--- src/rtl/mdu_divider.sv ---
// mdu_divider: sequential restoring DIV/DIVU, quotient to Lo and remainder to Hi
module mdu_divider #(
  parameter int WIDTH = 32
) (
  input  logic             clk,
  input  logic             rst_n,
  input  logic             start,
  input  logic             Sign,
  input  logic [WIDTH-1:0] A,
  input  logic [WIDTH-1:0] B,
  input  logic             cancel,
  output logic             busy,
  output logic             done,
  output logic             div_zero,
  output logic [WIDTH-1:0] Hi,
  output logic [WIDTH-1:0] Lo
);
  localparam int CW = $clog2(WIDTH);
  typedef enum logic [1:0] {IDLE, RUN, FIX} state_t;
  state_t state, state_n;
  logic [CW-1:0] cnt;
  logic [WIDTH-1:0] rem, quo, dvs, mag_a, mag_b;
  logic [WIDTH:0] sh, diff;
  logic sgn, neg_a, neg_b, bz, accept, last;
  assign accept = state == IDLE && start && !cancel;
  assign last = cnt == CW'(WIDTH - 1);
  assign mag_a = Sign && A[WIDTH-1] ? -A : A;
  assign mag_b = Sign && B[WIDTH-1] ? -B : B;
  // shifted remainder needs one extra bit when the divisor exceeds half range
  assign sh = {rem, quo[WIDTH-1]};
  assign diff = sh - {1'b0, dvs};
  always_ff @(posedge clk or negedge rst_n)
    if (!rst_n) state <= IDLE;
    else state <= state_n;
  always_comb begin
    state_n = state;
    case (state)
      IDLE:    state_n = accept ? (B == '0 ? FIX : RUN) : IDLE;
      RUN:     state_n = cancel ? IDLE : (last ? FIX : RUN);
      default: state_n = IDLE;
    endcase
  end
  always_comb busy = state != IDLE;
  always_ff @(posedge clk or negedge rst_n)
    if (!rst_n) begin
      rem <= '0;
      quo <= '0;
      dvs <= '0;
      cnt <= '0;
      sgn <= 1'b0;
      neg_a <= 1'b0;
      neg_b <= 1'b0;
      bz <= 1'b0;
      done <= 1'b0;
      div_zero <= 1'b0;
      Hi <= '0;
      Lo <= '0;
    end else begin
      done <= 1'b0;
      if (accept) begin
        sgn <= Sign;
        neg_a <= A[WIDTH-1];
        neg_b <= B[WIDTH-1];
        bz <= B == '0;
        rem <= '0;
        // on divide-by-zero quo carries the raw dividend through to Hi
        quo <= B == '0 ? A : mag_a;
        dvs <= mag_b;
        cnt <= '0;
        div_zero <= 1'b0;
      end else if (state == RUN && !cancel) begin
        rem <= diff[WIDTH] ? sh[WIDTH-1:0] : diff[WIDTH-1:0];
        quo <= {quo[WIDTH-2:0], ~diff[WIDTH]};
        cnt <= cnt + 1'b1;
      end else if (state == FIX && !cancel) begin
        done <= 1'b1;
        div_zero <= bz;
        Lo <= bz ? '1 : (sgn && (neg_a ^ neg_b) ? -quo : quo);
        Hi <= bz ? quo : (sgn && neg_a ? -rem : rem);
      end
    end
endmodule

--- config.mk ---
export PLATFORM = sky130hd
export DESIGN_NAME = mdu_divider
export DESIGN_NICKNAME = d
export VERILOG_FILES = /design/src/rtl/mdu_divider.sv
export SDC_FILE = /design/constraint.sdc
export NUM_CORES = 1
export LEC_CHECK = 0
export ABC_CLOCK_PERIOD_IN_PS = 5750
export BUFFER_PORTS_ARGS = -buffer_cell sky130_fd_sc_hd__buf_2
export CAP_MARGIN = 20
export CELL_PAD_IN_SITES_DETAIL_PLACEMENT = 1
export CELL_PAD_IN_SITES_GLOBAL_PLACEMENT = 1
export CORE_UTILIZATION = 48
export DETAILED_ROUTE_END_ITERATION = 10
export GPL_TIMING_DRIVEN = 0
export PLACE_DENSITY_LB_ADDON = 0.12
export SLEW_MARGIN = 25
export SYNTH_ARGS = -nofsm -noshare
export SYNTH_HDL_FRONTEND = slang
export SYNTH_SLANG_ARGS = --single-unit
--- constraint.sdc ---
create_clock -name clk -period 5.75 [get_ports clk]
set_input_delay 1.15 -clock clk [delete_from_list [all_inputs] [get_ports clk]]
set_output_delay 1.15 -clock clk [all_outputs]
set_load 0.03 [all_outputs]
### Word-level counts from Yosys, hierarchy flattened

Cells that the tools add are included.

* flip-flop bits (word level): 173
* output and inout bits: 67

* add/subtract/negate cells: 6
* equal/unequal tests: 4
* muxes and demuxes: 25
* bitwise gates (word level): 4
* reduce and logical (&&, ||, !) cells: 16

Operators with widths (count)
* $mux 32: 12
* $neg 32->32: 4
* $sub 33x32->33: 1
* $logic_not 32->1: 1
* $mux 5: 2
* $logic_and 1x1->1: 8
* $mux 2: 4
* $mux 1: 6
* $reduce_bool 2->1: 3
* $add 5x1->5 const B: 1
* $eq 5x5->1 const B: 1
* $pmux 2 s2: 1
* $not 1->1: 3
* $reduce_and 3->1: 1
* $eq 2x1->1 const B: 1
* $eq 2x2->1 const B: 1
* $logic_not 2->1: 1
* $ne 2x2->1 const B: 1
* $reduce_and 2->1: 1
* $logic_not 1->1: 1
* $xor 1x1->1: 1

### Longest topological paths before layout

* depth in word-level cells: 5
* mapped depth: 14
* depth with buffers taken out: 12

### Least setup slack after synthesis

No wires, ideal clock.

* kind: input to register
* start: in B[13]
* end: reg quo[1]
* data arrival time: 3.069 ns
* data required time: 5.624 ns
* slack: 2.555 ns
* stages on the path: 10
* path buffers: 2
* path through: or3_1 > nor3_1 > and3_1 > clkbuf_1 > nand2_1 > and3_1 > clkbuf_1 > nand2_1 > a21oi_1 > a221o_1

* longest elaborated chain between the ends: 3

RTL lines
* start: declaration: RTL line 10 `input logic [WIDTH-1:0] B,`
* $logic_not 32->1: RTL line 67 `quo <= B == '0 ? A : mag_a;`
* $mux 32: RTL line 67
* $mux 32: RTL line 60 `if (accept) begin`
* end signal: assignment: RTL line 67
* end signal: assignment: RTL line 73 `quo <= {quo[WIDTH-2:0], ~diff[WIDTH]};`
* end: declaration: RTL line 22 `logic [WIDTH-1:0] rem, quo, dvs, mag_a, mag_b;`

No other way between the ends.
A chain may end at the register's enable or synchronous reset.

### Worst setup path in the final report

* start: reg quo[31]
* end: reg rem[25]

* longest elaborated chain between the ends: 4

RTL lines
* $sub 33x32->33: RTL line 31 `assign diff = sh - {1'b0, dvs};`
* $mux 32: RTL line 72 `rem <= diff[WIDTH] ? sh[WIDTH-1:0] : diff[WIDTH-1:0];`
* $mux 32: RTL line 71 `end else if (state == RUN && !cancel) begin`
* $mux 32: RTL line 60
* end signal: assignment: RTL line 72
* end: declaration: RTL line 22

No other way between the ends. The select of a mux whose other input is x is not followed.

==> results.toml <==
[global_routing]
grt_pass1_vias = 11347
grt_remaining_overflow = 0
grt_max_degree = 94
antenna_found_initial = 1
grt_pass1_wl_um = 60400
grt_usage_pct = 32.6

[detailed_routing]
dr.pass1.iters = 5
vias = 10930
drt-initial-drc-count = 697
viasPerCell = 5.93
drc_errors = 0
finalWirelength_um = 37900
final_antenna_net_count = 0
wire_per_inst_um = 20.6

[synth]
ys_ff_latch = 173
synth_mux_area_share_pct = 2.50
ys_top_cells_by_area = "dfrtp_1 (38%), o21ai_0 (7.4%), xnor2_1 (6.1%)"
syn-num-nets = 1468
syn_inst = 1360
ys_warn_count = 0
async_flop_share_pct = 100
synth-compound-area-share_pct = 22.1
synth_flop_cell = "dfrtp_1"
synth_edf_count = 0
synth_xor_area_share_pct = 11.2
synth_top_family_by_area = "compound AO/OA/AOI/OAI gates"
yosys.area_share.simple_pct = 17.0
ys_types = 62
yosys.area.top_type = "dfrtp_1"
synth_top_area_share_pct = 38.3
syn_area_mm2 = 0.0113
syn_area_per_cell_um2 = 8.30
yosysSeqAreaShare_pct = 38.3
yosys.area_share.adder_pct = 4.39

[cells_and_area]
fin_area_mm2 = 0.0130
area_growth_pct = 15.4
drive_gt1_share_pct = 12.4
fin_nets = 1624
n_fill_cell = 2848
final_cells = 1842
final_common_cell = "nand2_1"
diodes = 0
final_cell_mix = "nand2_1 (176), dfrtp_1 (173), o21ai_0 (167)"

[critical_path]
slowest_delay_ps = 510
cp.arrival_ps = 4270
startpoint_type = "register"
r2r_end = "rem[25]$_DFFE_PN0N_"
cp_max_fo = 10
crit_type = "register to register"
crit_required_ps = 6050
crit_slowest_cell = "dfrtp_1"
crit_top_cell = "a21oi_1"
reg2reg_depth = 14
crit_path_cell_trace = "inv_1, ha_1, fa_1, nand2b_1, a21o_1, a21oi_1, o311a_1, or3_1, a21oi_1, a211oi_1, buf_2, buf_4, mux2i_1, o21ai_0"
r2r_setup_slack_ps = 1780
worstSetupEndpointType = "register"
r2r-start = "quo[31]$_DFFE_PN0N_"

[floorplan]
core.rowCount = 55
io_pins = 136
core_area_mm2 = 0.0228
start_util_pct = 49.4
die_w_um = 155
die_h_um = 155
die-area_mm2 = 0.0241

[hold_path]
hold_depth = 2
min_from = "Lo[27]$_DFFE_PN0P_"
hp-class = "register to register"
whs_endpoint = "Lo[27]$_DFFE_PN0P_"

[clock_tree]
clkTransAtPathRegs_ps = 70
ctsHoldBuffers = 0
clk_latency_ps = 440
cts_tree = "done"
root_buffer = "clkbuf_16"
h-tree-depth = 4
post_cts_resized = 0
cts_sinks = 173
cts_post_setup_buffers_inserted = 0
clk_path_buf_depth = 2
cts_buffers = 17

[placed_design]
hpwl_um = 28700
gp_congestion = 0.951
dp_cells = 1810
portBuffers = 135
place_area_mm2 = 0.0124

[timing]
finalSetupTns_ps = 0
setup_viol = 0
grt_setup_unrepaired = "false"
period_needed_ps = 3970
skew_ps = 8.93
worst_pin_slew_ps = 845
fmax_ghz = 0.252
finalHoldViolCount = 0
period_share_pct = 69.1
slew_headroom_pct = 43.2
slew_viol_final = 0

[outcome]
outcome = "complete, no violations"

[power]
leakage_nw = 6.11
powerDensity_mw_per_mm2 = 406
peakVddDrop_mv = 0.190

[run]
max_cap_viol_count = 0
-- state kept, by name, indices dropped and copies added (netlist names) --
| register | flops |
|---|---|
| rem | 32 |
| cnt | 5 |
| state | 2 |
| sgn | 1 |
| dvs | 32 |
| neg_b | 1 |
| div_zero | 1 |
| Hi | 32 |
| Lo | 32 |
| quo | 32 |
| bz | 1 |
| neg_a | 1 |
| done | 1 |
-- cell families (layout without fill, tap and decap cells) --
group | count (synthesis) | in the layout
AND/OR/NAND/NOR | 424 | 424
AO/OA/AOI/OAI | 422 | 422
flip-flops | 173 | 173
XOR/XNOR | 144 | 144
buffers and inverters | 130 | 299
adder cells (fa/ha/maj) | 39 | 39
multiplexers | 28 | 28
-- synth_stat cells, types with 3 or more instances --
| cell type | n |
|---|---|
| o21bai_1 | 3 |
| nand4_1 | 5 |
| o21a_1 | 5 |
| nor2b_1 | 6 |
| nor4_1 | 13 |
| o211ai_1 | 6 |
| ha_1 | 38 |
| mux2i_1 | 26 |
| buf_2 | 5 |
| a32oi_1 | 5 |
| dfrtp_1 | 173 |
| a21oi_1 | 122 |
| nand2_1 | 176 |
| a211oi_1 | 4 |
| xor2_1 | 66 |
| nand3_1 | 23 |
| and2_1 | 8 |
| o21ai_0 | 167 |
| a221o_1 | 5 |
| o41ai_1 | 8 |
| nor2_1 | 111 |
| a21boi_0 | 4 |
| a21o_1 | 13 |
| and3_1 | 11 |
| or2_2 | 3 |
| nand2b_1 | 7 |
| inv_1 | 53 |
| clkbuf_1 | 69 |
| a31oi_1 | 10 |
| o31ai_1 | 20 |
| a22oi_1 | 30 |
| or4_1 | 6 |
| nor3_1 | 27 |
| or3_1 | 17 |
| xnor2_1 | 78 |
-- worst max-delay path, delay by kind of cell (launching register included) --
| kind | cells | cell delay, ps |
|---|---|---|
| and+or+nand+nor | 2 | 350 |
| DFF | 1 | 510 |
| buffers and inverters | 3 | 750 |
| AOI/OAI and AO/OA | 6 | 1320 |
| muxes | 1 | 230 |
| adders and majority gates | 2 | 650 |
-- metal layers --
metal	up-vias	part of all wire (%)	wire [um]	track usage, %
met5	-	0	0	0
met1	5468	44	16600	42.7
met4	0	3.1	1160	12.0
met2	284	47	18000	53.2
li1	5097	-	-	-
met3	81	5.7	2170	6.43
-- power breakdown --
| group | total [mW] | leakage (nW) | internal [mW] | switching (mW) |
|---|---|---|---|---|
| Clock | 1.25 | 0.300 | 0.705 | 0.543 |
| Combinational | 2.34 | 3.52 | 0.947 | 1.39 |
| Sequential | 1.71 | 2.29 | 1.40 | 0.314 |
| Total | 5.29 | 6.11 | 3.05 | 2.25 |
-- stage by stage --
step	hold slack, ps	total power [mW]	setup WS, ps	util (%)
after floorplan	450	3.30	2560	-
after global placement	453	3.89	763	54.1
after detailed placement	466	3.98	1600	54.3
after CTS	482	5.27	1840	57.0
after global routing	498	5.62	1580	57.0
final	478	5.29	1780	57.0
-- cell type report --
type / instances / area (um^2) / share of cell area, %
Clock inverter: 14 / 179 / 1.37
Multi-Input combinational cell: 1057 / 6460 / 49.6
Timing Repair Buffer: 137 / 721 / 5.53
Sequential cell: 173 / 4330 / 33.2
Clock buffer: 18 / 439 / 3.37
Buffer: 77 / 310 / 2.38
Inverter: 53 / 199 / 1.53
Tap cell: 313 / 392 / 3.01
-- worst max-delay path by stage --
stage	start	end	slack (ps)	cells after the start
finish	quo[31]$_DFFE_PN0N_	rem[25]$_DFFE_PN0N_	1780	14
detailed placement	B[6]	quo[30]$_DFFE_PN0N_	1600	12
global route	quo[31]$_DFFE_PN0N_	rem[4]$_DFFE_PN0N_	1580	14
global placement	rst_n	quo[15]$_DFFE_PN0N_	760	1
CTS	quo[31]$_DFFE_PN0N_	rem[5]$_DFFE_PN0N_	1840	14
floorplan	B[13]	quo[1]$_DFFE_PN0N_	2560	10
Note: power is estimated with default switching activity, not from simulation.
